[config.mk]
export PLATFORM = sky130hd
export DESIGN_NAME = mem_arbiter
export DESIGN_NICKNAME = d
export VERILOG_FILES = /design/src/rtl/mem_arbiter_pkg.sv /design/src/rtl/mem_arbiter.sv
export SDC_FILE = /design/constraint.sdc
export NUM_CORES = 1
export LEC_CHECK = 0
export ABC_AREA = 1
export CORE_UTILIZATION = 41
export CTS_CLUSTER_SIZE = 24
export DETAILED_ROUTE_END_ITERATION = 8
export HOLD_SLACK_MARGIN = 0.05
export PLACE_DENSITY = 0.82
export RECOVER_POWER = 50
export SETUP_SLACK_MARGIN = 0.1
export SLEW_MARGIN = 20
export SYNTH_ARGS = -nofsm -noshare
export SYNTH_HDL_FRONTEND = slang
export SYNTH_SLANG_ARGS = --single-unit
[constraint.sdc]
create_clock -name clock -period 1.52 [get_ports clock]
set_input_delay 0.38 -clock clock [delete_from_list [all_inputs] [get_ports clock]]
set_output_delay 0.38 -clock clock [all_outputs]
set_load 0.1 [all_outputs]
[src/rtl/mem_arbiter_pkg.sv]
// Shared encodings for the two-requester memory arbiter.
// Imported by mem_arbiter; holds FSM state and owner codes.
package mem_arb_pkg;

  typedef enum logic [1:0] {
    IDLE   = 2'd0,
    ACCESS = 2'd1,
    DONE   = 2'd2
  } state_t;

  typedef enum logic {
    OWN_CPU = 1'b0,
    OWN_DBG = 1'b1
  } owner_t;

endpackage

[src/rtl/mem_arbiter.sv]
// Round-robin arbiter between CPU and debug/loader for the single-port memory.
// Accesses are serialised: grant, LAT strobe cycles, a done cycle, then one idle cycle.
module mem_arbiter
  import mem_arb_pkg::*;
#(
  parameter int ADDR_W = 5,
  parameter int DATA_W = 8,
  parameter int LAT    = 2
) (
  input  logic              clock,
  input  logic              reset,
  input  logic              cpu_req,
  input  logic              cpu_we,
  input  logic [ADDR_W-1:0] cpu_addr,
  input  logic [DATA_W-1:0] cpu_wdata,
  output logic              cpu_gnt,
  output logic              cpu_done,
  output logic [DATA_W-1:0] cpu_rdata,
  input  logic              dbg_req,
  input  logic              dbg_we,
  input  logic [ADDR_W-1:0] dbg_addr,
  input  logic [DATA_W-1:0] dbg_wdata,
  output logic              dbg_gnt,
  output logic              dbg_done,
  output logic [DATA_W-1:0] dbg_rdata,
  output logic              mem_rd,
  output logic              mem_wr,
  output logic [ADDR_W-1:0] mem_addr,
  output logic [DATA_W-1:0] mem_wdata,
  input  logic [DATA_W-1:0] mem_rdata,
  output logic              busy
);

  localparam logic [3:0] CNT_LOAD = 4'(LAT - 1);

  state_t            state, state_next;
  owner_t            last_owner, last_owner_next;
  owner_t            win;
  logic              grant;
  logic              we_sel;
  logic [3:0]        cnt, cnt_next;
  logic              cpu_gnt_next, cpu_done_next, dbg_gnt_next, dbg_done_next;
  logic              mem_rd_next, mem_wr_next, busy_next;
  logic [ADDR_W-1:0] mem_addr_next;
  logic [DATA_W-1:0] mem_wdata_next, cpu_rdata_next, dbg_rdata_next;

  // Next-state and next-output computation for the whole access sequence
  always_comb begin
    state_next      = state;
    last_owner_next = last_owner;
    cnt_next        = cnt;
    cpu_gnt_next    = cpu_gnt;
    cpu_done_next   = cpu_done;
    cpu_rdata_next  = cpu_rdata;
    dbg_gnt_next    = dbg_gnt;
    dbg_done_next   = dbg_done;
    dbg_rdata_next  = dbg_rdata;
    mem_rd_next     = mem_rd;
    mem_wr_next     = mem_wr;
    mem_addr_next   = mem_addr;
    mem_wdata_next  = mem_wdata;
    win             = OWN_CPU;
    grant           = 1'b0;
    we_sel          = 1'b0;

    case (state)
      IDLE: begin
        // CPU wins a tie only when the debug port owned the previous access
        if (cpu_req && (!dbg_req || last_owner == OWN_DBG)) begin
          grant = 1'b1;
          win   = OWN_CPU;
        end else if (dbg_req) begin
          grant = 1'b1;
          win   = OWN_DBG;
        end else begin
          grant = 1'b0;
          win   = OWN_CPU;
        end

        if (grant) begin
          we_sel          = (win == OWN_CPU) ? cpu_we : dbg_we;
          mem_addr_next   = (win == OWN_CPU) ? cpu_addr : dbg_addr;
          mem_wdata_next  = (win == OWN_CPU) ? cpu_wdata : dbg_wdata;
          mem_rd_next     = !we_sel;
          mem_wr_next     = we_sel;
          cpu_gnt_next    = (win == OWN_CPU);
          dbg_gnt_next    = (win == OWN_DBG);
          last_owner_next = win;
          cnt_next        = CNT_LOAD;
          state_next      = ACCESS;
        end else begin
          state_next = IDLE;
        end
      end

      ACCESS: begin
        if (cnt != 4'd0) begin
          cnt_next = cnt - 4'd1;
        end else begin
          mem_rd_next = 1'b0;
          mem_wr_next = 1'b0;
          if (mem_rd && last_owner == OWN_CPU) begin
            cpu_rdata_next = mem_rdata;
          end else if (mem_rd) begin
            dbg_rdata_next = mem_rdata;
          end else begin
            cpu_rdata_next = cpu_rdata;
          end
          if (last_owner == OWN_CPU) begin
            cpu_done_next = 1'b1;
          end else begin
            dbg_done_next = 1'b1;
          end
          state_next = DONE;
        end
      end

      DONE: begin
        cpu_done_next = 1'b0;
        dbg_done_next = 1'b0;
        cpu_gnt_next  = 1'b0;
        dbg_gnt_next  = 1'b0;
        state_next    = IDLE;
      end

      default: begin
        state_next      = IDLE;
        last_owner_next = OWN_DBG;
        cnt_next        = 4'd0;
        cpu_gnt_next    = 1'b0;
        cpu_done_next   = 1'b0;
        cpu_rdata_next  = '0;
        dbg_gnt_next    = 1'b0;
        dbg_done_next   = 1'b0;
        dbg_rdata_next  = '0;
        mem_rd_next     = 1'b0;
        mem_wr_next     = 1'b0;
        mem_addr_next   = '0;
        mem_wdata_next  = '0;
      end
    endcase

    busy_next = (state_next != IDLE);
  end

  // State and registered outputs; reset drops every strobe immediately
  always_ff @(posedge clock or negedge reset) begin
    if (!reset) begin
      state      <= IDLE;
      last_owner <= OWN_DBG;
      cnt        <= 4'd0;
      cpu_gnt    <= 1'b0;
      cpu_done   <= 1'b0;
      cpu_rdata  <= '0;
      dbg_gnt    <= 1'b0;
      dbg_done   <= 1'b0;
      dbg_rdata  <= '0;
      mem_rd     <= 1'b0;
      mem_wr     <= 1'b0;
      mem_addr   <= '0;
      mem_wdata  <= '0;
      busy       <= 1'b0;
    end else begin
      state      <= state_next;
      last_owner <= last_owner_next;
      cnt        <= cnt_next;
      cpu_gnt    <= cpu_gnt_next;
      cpu_done   <= cpu_done_next;
      cpu_rdata  <= cpu_rdata_next;
      dbg_gnt    <= dbg_gnt_next;
      dbg_done   <= dbg_done_next;
      dbg_rdata  <= dbg_rdata_next;
      mem_rd     <= mem_rd_next;
      mem_wr     <= mem_wr_next;
      mem_addr   <= mem_addr_next;
      mem_wdata  <= mem_wdata_next;
      busy       <= busy_next;
    end
  end

endmodule

==> flow_summary.json, run 1 <==
{
  "place_inst": 417,
  "area_growth_pct": 63.0,
  "status": "finished clean",
  "rsz0062_at_grt": "yes",
  "ys_warn_count": 0,
  "cts_tree": "yes",
  "ys_types": 24,
  "seq_area_frac_synth_pct": 49.1,
  "fin_cells": 437,
  "post-route-util_pct": 69.6,
  "synth_area_sq_um": 2200,
  "yosys_register_bits": 43,
  "final_nets": 411,
  "synth_edf_count": 0,
  "drt_wl_total_microns": 6380,
  "crit_type": "reg2reg",
  "post-route-period-util_pct": 95.0,
  "drv_slew": 0,
  "die_y_microns": 75.2,
  "cts_made_buffers": 5,
  "cts.clk_slew.worst_paths_ns": 0.09,
  "fin_ws_ns": 0.0755,
  "postSynth.asyncResetShare_pct": 100,
  "worst_slew_margin_rel_pct": 60.2,
  "grt_usage_pct": 21.2,
  "ant_nets": 0,
  "port_buffers": 75,
  "avgRoutedWirePerCell_microns": 14.6,
  "skew_ns": 0.0129,
  "clock-sinks": 43,
  "setup_viol": 0,
  "fillCellCount": 384,
  "synth_common_cells": "nand2_1 (128), dfrtp_1 (42), nand3_1 (23), o21ai_2 (16), inv_1 (15)",
  "clockBufferDepth": 2,
  "max_cap_violations": 0,
  "worst_skew_pair.late_latency_ns": 0.31,
  "core_sq_um": 5140,
  "drt-pass1-iter-count": 4,
  "num_rows": 26,
  "viasPerCell": 4.95,
  "vias": 2162,
  "endpoint_kind": "flop",
  "yosys.area.top_type_share_pct": 47.9,
  "synth_ff_type": "dfrtp_1",
  "multi_input_area_sq_um": 1060,
  "layout-drive-gt1-share_pct": 31.3,
  "io_pins": 76,
  "worstMarginPinSlew_ns": 0.597,
  "syn_inst": 268,
  "antenna_found_initial": 0,
  "max_freq_ghz": 0.692,
  "syn_nets": 313,
  "period_needed_ns": 1.44,
  "post_synth.cell_area_avg_sq_um": 8.19,
  "start_kind": "flop",
  "critPathMaxFanout": 8,
  "dpl.hpwl_microns": 4220,
  "die_width_microns": 75.2,
  "yosysTopAreaCell": "dfrtp_1",
  "grt_pass1_wl_microns": 8970,
  "grt_overflow": 0,
  "drcViolationCount": 0,
  "seq_area_sq_um": 1080,
  "synth_area_leaders": "dfrtp_1 (48%), nand2_1 (22%), o21ai_2 (6.4%), nand3_1 (5.2%), ha_1 (2.8%)",
  "preCtsSetupSlack_ns": -0.271,
  "hp-class": "reg2reg",
  "root_buffer": "clkbuf_8",
  "cts_max_level": 2,
  "dieArea_sq_um": 5650,
  "start_util_pct": 42.7,
  "gp_congestion": 0.795,
  "holdWs_ns": 0.483,
  "grt_pass1_vias": 1960,
  "cp.arrival_ns": 1.63,
  "dr.first_iter.drc_count": 179,
  "worstPathRequired_ns": 1.71,
  "grt_max_degree": 44,
  "hold_viol": 0,
  "n_antenna_cell": 0,
  "synth_most_common_cell": "nand2_1"
}
[metrics by stage]
step	setup TNS (ns)	instance area, sq um
finish	0	3580
global route	-0.00421	3580
detailed placement	-4.02	3470
global placement	-3.18	3470
CTS	0	3640
floorplan	0	2210
[routing by layer]
layer,share of wire [%],GRT usage [%],vias to the layer above,wire length [microns]
li1,-,-,1038,-
met1,38,24.7,1030,2450
met5,0,0,-,0
met4,2.7,8.23,0,173
met3,5.7,6.96,17,361
met2,53,36.4,77,3400
[logic make-up after synthesis]
group	after synthesis	synth area share, %
and+or+nand+nor	167	32.3
DFF	43	49.1
buffers and inverters	28	6.89
AOI/OAI and AO/OA	24	8.55
adders and majority gates	5	2.85
xor gates and xnor gates	1	0.399
[path summary, 6_finish.rpt]
check | start | endpoint | slack, ns | cells after the start
min | mem_wdata[6]$_DFFE_PN0P_ | mem_wdata[6]$_DFFE_PN0P_ | 0.48 | 2
max in group asynchronous | reset | mem_rd$_DFFE_PN0P_ | 0.34 | 3
max | state[1]$_DFF_PN0_ | cpu_rdata[2]$_DFFE_PN0P_ | 0.08 | 9
max reg2reg | state[1]$_DFF_PN0_ | cpu_rdata[2]$_DFFE_PN0P_ | 0.08 | 9
min in group asynchronous | reset | cpu_rdata[6]$_DFFE_PN0P_ | 0.72 | 3
min reg2reg | mem_wdata[6]$_DFFE_PN0P_ | mem_wdata[6]$_DFFE_PN0P_ | 0.48 | 2
[cell usage in the layout, fill, tap and decap left out, types with 5 or more instances in the layout]
cell	netlist	layout
nand2_1	128	124
dfrtp_1	42	41
clkdlybuf4s50_1	0	36
nand3_1	23	23
buf_12	0	23
clkbuf_4	0	17
buf_4	1	17
o21ai_2	16	16
inv_1	15	9
inv_2	3	8
nor2_1	9	8
clkbuf_8	0	6
nand2_2	3	5
[flip-flops by register name, summed over array words and instances (netlist names), 2 cells and up]
register / cells
cpu_rdata: 8
dbg_rdata: 8
mem_wdata: 8
mem_addr: 5
cnt: 4
state: 2
[critical path, stage by stage, from the launching register on]
cell	delay, ns
dfrtp_1	0.39
inv_2	0.08
ha_4	0.19
inv_6	0.09
nand2_4	0.07
a21oi_2	0.11
nand2_2	0.10
buf_12	0.15
nand2_1	0.07
o21ai_2	0.05
[final cells by class]
| cell class | count | area share [%] |
|---|---|---|
| Timing Repair Buffer | 99 | 32.2 |
| Tap cell | 70 | 2.45 |
| Clock inverter | 2 | 1.08 |
| Multi-Input combinational cell | 198 | 29.5 |
| Sequential cell | 43 | 30.2 |
| Clock buffer | 6 | 2.31 |
| Inverter | 19 | 2.20 |
[what timing repair did]
| item | 4_1_cts | 5_1_grt |
|---|---|---|
| buffers inserted | 2 | 7 |
| endpoints found under the setup margin | 32 | 38 |
| hold buffers | 1 | 0 |
| pin swaps | 1 | 2 |
| cloned | 0 | 2 |
| resized for setup | 6 | 17 |
| hold endpoints to repair | 6 | 0 |
Power of run 1 is not shown: default switching activity piles up to over one toggle a cycle in this logic, so the estimate is an artifact.
==> inputs of run 2 (changes only) <==
- CORE_UTILIZATION: 41 -> 45
- PLACE_DENSITY: 0.82 -> 0.86
- clock period: 1.52 -> 1.46 ns (I/O delays scaled with it)
==> flow_summary.json, run 2 (synthesis results as in run 1) <==
{
  "die_y_microns": 71.9,
  "max_cap_violations": 0,
  "clockBufferDepth": 2,
  "critPathMaxFanout": 6,
  "setup_viol": 17,
  "io_pins": 76,
  "drv_slew": 0,
  "cts_made_buffers": 5,
  "hold_depth": 2,
  "drcViolationCount": 0,
  "holdWs_ns": 0.567,
  "worst_skew_pair.late_latency_ns": 0.32,
  "num_rows": 25,
  "start_util_pct": 46.5,
  "root_buffer": "clkbuf_8",
  "drt-pass1-iter-count": 6,
  "avgRoutedWirePerCell_microns": 22.2,
  "tns_ns": -0.757,
  "r2r_end": "mem_wdata[6]$_DFFE_PN0P_",
  "cts_tree": "yes",
  "status": "finished, violations left",
  "endpoint_kind": "flop",
  "grt_usage_pct": 30.8,
  "min_from": "cpu_rdata[1]$_DFFE_PN0P_",
  "post-route-period-util_pct": 110,
  "reg2regPathDepth": 8,
  "cts.clk_slew.worst_paths_ns": 0.10,
  "grt_pass1_vias": 2529,
  "antenna_found_initial": 0,
  "grt_max_degree": 44,
  "dieArea_sq_um": 5160,
  "core_sq_um": 4720,
  "dr.first_iter.drc_count": 250,
  "hold_viol": 0,
  "grt_pass1_wl_microns": 11900,
  "drt_wl_total_microns": 10100,
  "vias": 2626,
  "most-common-layout-cells": "nand2_1 (65), nand2_2 (54), dfrtp_1 (41), buf_12 (40), clkdlybuf4s50_1 (36)",
  "crit_type": "reg2reg",
  "dpl.hpwl_microns": 4400,
  "viasPerCell": 5.75,
  "startpoint": "state[1]$_DFF_PN0_",
  "r2r_start": "state[1]$_DFF_PN0_",
  "skew_ns": 0.0192,
  "cp.arrival_ns": 1.81,
  "port_buffers": 75,
  "reg2reg_slack_ns": -0.14,
  "area_growth_pct": 93.7,
  "fin_ws_ns": -0.139,
  "max_freq_ghz": 0.625,
  "worstPathRequired_ns": 1.67,
  "violations": "negative setup slack",
  "clock-sinks": 43,
  "cts_max_level": 2,
  "final_nets": 434,
  "hp-class": "reg2reg",
  "start_kind": "flop",
  "largestRegisters": "cpu_rdata: 8 flops, dbg_rdata: 8 flops, mem_wdata: 8 flops",
  "gp_congestion": 0.844,
  "period_needed_ns": 1.60,
  "worstMarginPinSlew_ns": 0.586,
  "rsz0062_at_grt": "yes",
  "worst_slew_margin_rel_pct": 60.9,
  "layout-drive-gt1-share_pct": 52.3,
  "min_to": "cpu_rdata[1]$_DFFE_PN0P_",
  "final_common_cell": "nand2_1",
  "n_antenna_cell": 0,
  "grt_overflow": 0,
  "ant_nets": 0,
  "die_width_microns": 71.9
}
run 2: cell types whose count changed in the layout (fill, tap and decap cells not counted), sizes merged:
cell          change
buf              +37
clkbuf           -16
clkinvlp          +2
dlygate4sd2       +2
dlymetal6s2s      -2
bufinv            -1
clkinv            +1
inv               -1
nand2             +1
run 2: final cells by class:
cell class / instances / area [sq um]
clock buffers: 6 / 72.6
clock inverters: 2 / 12.5
fillers: 192 / 470
inverters: 19 / 90.1
multi-input cells: 199 / 1340
flip-flops and latches: 43 / 1080
well taps: 67 / 83.8
repair buffers: 120 / 1570
repair inverters: 1 / 6.26
run 2: worst max-delay path, cell delays in order (launching register included):
cell and delay [ns]:
dfrtp_1 0.41, inv_2 0.13, ha_4 0.20, buf_6 0.13, nand3_4 0.14, nand2_8 0.13, inv_4 0.06, nand2_1 0.20
nand2_2 0.10
run 2: per-stage QoR:
step / worst slack [ns] / cell area, sq um / utilization (%) / cells
after floorplan: 0.0744 / 2240 / - / 268
after global placement: -0.206 / 3520 / 74.5 / 421
after detailed placement: -0.305 / 3520 / 74.5 / 421
after CTS: 0.0145 / 3920 / 83.0 / 443
after global routing: -0.168 / 4250 / 90.0 / 457
final: -0.139 / 4250 / 90.0 / 457
run 2: how the worst max path moves through the flow:
stage | endpoint | slack [ns] | cells after the start
final | mem_wdata[6]$_DFFE_PN0P_ | -0.14 | 8
after detailed placement | mem_wdata[3]$_DFFE_PN0P_ | -0.30 | 8
after global routing | mem_wdata[6]$_DFFE_PN0P_ | -0.17 | 8
after floorplan | cpu_rdata[0]$_DFFE_PN0P_ | 0.07 | 10
after global placement | mem_wdata[7]$_DFFE_PN0P_ | -0.21 | 8
after CTS | cpu_rdata[4]$_DFFE_PN0P_ | 0.01 | 7
run 2: repair_timing:
item / 4_1_cts / 5_1_grt
hold buffers: 1 / 0
resized for setup: 62 / 62
pin swaps: 17 / 21
setup endpoints to repair: 41 / 42
cloned: 3 / 2
setup buffers: 10 / 13
endpoints found under the hold margin: 42 / 0
run 2: metal layers:
layer	track usage, %	routed length, microns	vias up
li1	-	-	1082
met1	32.8	3540	1267
met2	53.0	5030	209
met3	9.99	896	68
met4	19.0	666	0
met5	0	0	-
Power of run 2 is left out for the same reason.
==> inputs of run 3 (changes only) <==
- CORE_UTILIZATION: 45 -> 41
- PLACE_DENSITY: 0.86 -> 0.82
- clock period: 1.46 -> 1.44 ns (I/O delays scaled with it)
==> flow_summary.json, run 3 (synthesis results as in run 1) <==
{
  "rsz0062_at_grt": "yes",
  "fin_ws_ns": -0.0982,
  "max_cap_violations": 0,
  "port_buffers": 75,
  "preCtsSetupSlack_ns": -0.267,
  "endpoint_kind": "flop",
  "n_antenna_cell": 0,
  "dpl.hpwl_microns": 4360,
  "largestRegisters": "cpu_rdata: 8 flops, dbg_rdata: 8 flops, mem_wdata: 8 flops",
  "antenna_found_initial": 0,
  "gr-usage-met1_pct": 30.3,
  "cts.clk_slew.worst_paths_ns": 0.08,
  "worstPathRequired_ns": 1.63,
  "grt_pass1_wl_microns": 10800,
  "grt_max_degree": 44,
  "core_sq_um": 5140,
  "drt-pass1-iter-count": 4,
  "drcViolationCount": 0,
  "grt_pass1_vias": 2258,
  "viasPerCell": 5.19,
  "grt_usage_pct": 25.8,
  "holdWs_ns": 0.543,
  "crit_family": "flip-flops",
  "ant_nets": 0,
  "violations": "negative setup slack",
  "vias": 2336,
  "cts_max_level": 2,
  "worst_slew_margin_rel_pct": 60.0,
  "start_util_pct": 42.7,
  "worstMarginPinSlew_ns": 0.600,
  "slowest_stage": "dfrtp_1",
  "io_pins": 76,
  "cts_made_buffers": 5,
  "hold_viol": 0,
  "num_rows": 26,
  "avgRoutedWirePerCell_microns": 17.3,
  "area_growth_pct": 84.5,
  "most-common-layout-cells": "nand2_1 (82), dfrtp_1 (41), nand2_2 (38), buf_12 (38), clkdlybuf4s50_1 (36)",
  "cts_tree": "yes",
  "die_y_microns": 75.2,
  "cp.arrival_ns": 1.73,
  "final_common_cell": "nand2_1",
  "clockBufferDepth": 2,
  "drt_wl_total_microns": 7800,
  "max_freq_ghz": 0.650,
  "hp-class": "reg2reg",
  "place_inst": 423,
  "worst_skew_pair.late_latency_ns": 0.31,
  "status": "finished, violations left",
  "crit_path_cell_trace": "inv_2 > ha_4 > buf_4 > nand3_1 > nand2_1 > inv_2 > nand2_2 > nand2_1 > nand2_1",
  "final_nets": 424,
  "die_width_microns": 75.2,
  "grtUsageMet2_pct": 43.6,
  "drv_slew": 0,
  "crit_type": "reg2reg",
  "dr.first_iter.drc_count": 192,
  "grt_overflow": 0,
  "layout-drive-gt1-share_pct": 45.5,
  "post-route-period-util_pct": 107,
  "skew_ns": 0.0160,
  "root_buffer": "clkbuf_8",
  "period_needed_ns": 1.54,
  "top_usage_layer": "met2",
  "worstPathBufferInverterCount": 3,
  "fin_cells": 450,
  "start_kind": "flop",
  "setup_viol": 31,
  "dieArea_sq_um": 5650,
  "gp_congestion": 0.791,
  "clock-sinks": 43,
  "slowest_delay_ns": 0.45,
  "crit_top_cell": "nand2_1",
  "met3_usage_pct": 7.63,
  "critPathMaxFanout": 5
}
## run 3: worst paths after layout
kind                                           endpoint                 start  slack [ns]  depth (start not counted)
worst max-delay path                 cnt[0]$_DFFE_PN0P_    state[1]$_DFF_PN0_        -0.1                          9
worst min-delay path               dbg_done$_DFFE_PN0P_  dbg_done$_DFFE_PN0P_        0.54                          2
worst max register to register       cnt[0]$_DFFE_PN0P_    state[1]$_DFF_PN0_        -0.1                          9
worst min register to register     dbg_done$_DFFE_PN0P_  dbg_done$_DFFE_PN0P_        0.54                          2
max in group asynchronous            mem_rd$_DFFE_PN0P_                 reset        0.27                          3
min in group asynchronous       mem_addr[1]$_DFFE_PN0P_                 reset        0.71                          3
## run 3: repair_timing
action                                  in CTS  in global routing
buffers inserted                             9                  7
endpoints found under the setup margin      43                 42
hold buffers                                 1                  0
pin swaps                                    4                 21
resized for setup                           28                 61
endpoints found under the hold margin       32                  0
gates cloned                                 1                  1
## run 3: tightest hold or removal path: stages (launching register included)
cell and delay (ns):
dfrtp_1 0.39, inv_1 0.06, a21oi_1 0.06
## run 3: through the flow
stage / TNS (ns) / area, sq um / utilization [%]
global route: -3.03 / 4050 / 78.8
floorplan: 0 / 2240 / -
finish: -1.67 / 4050 / 78.8
CTS: 0 / 3820 / 74.3
global placement: -3.98 / 3540 / 68.9
detailed placement: -4.22 / 3540 / 68.9
## run 3: cell type report
cell class,instances,area [sq um]
clock buffer,7,76.3
clock inverter,1,5.00
fill,299,1090
inverter,19,87.6
multi-input combinational,198,1250
sequential,43,1080
tap,70,87.6
timing repair buffer,112,1470
## run 3: per-layer routing
layer  part of all wire (%)  routed length, microns
met5                      0                       0
met2                     52                    4090
met1                     36                    2840
met3                    7.3                     571
met4                    3.9                     303
Power of run 3 is left out for the same reason.
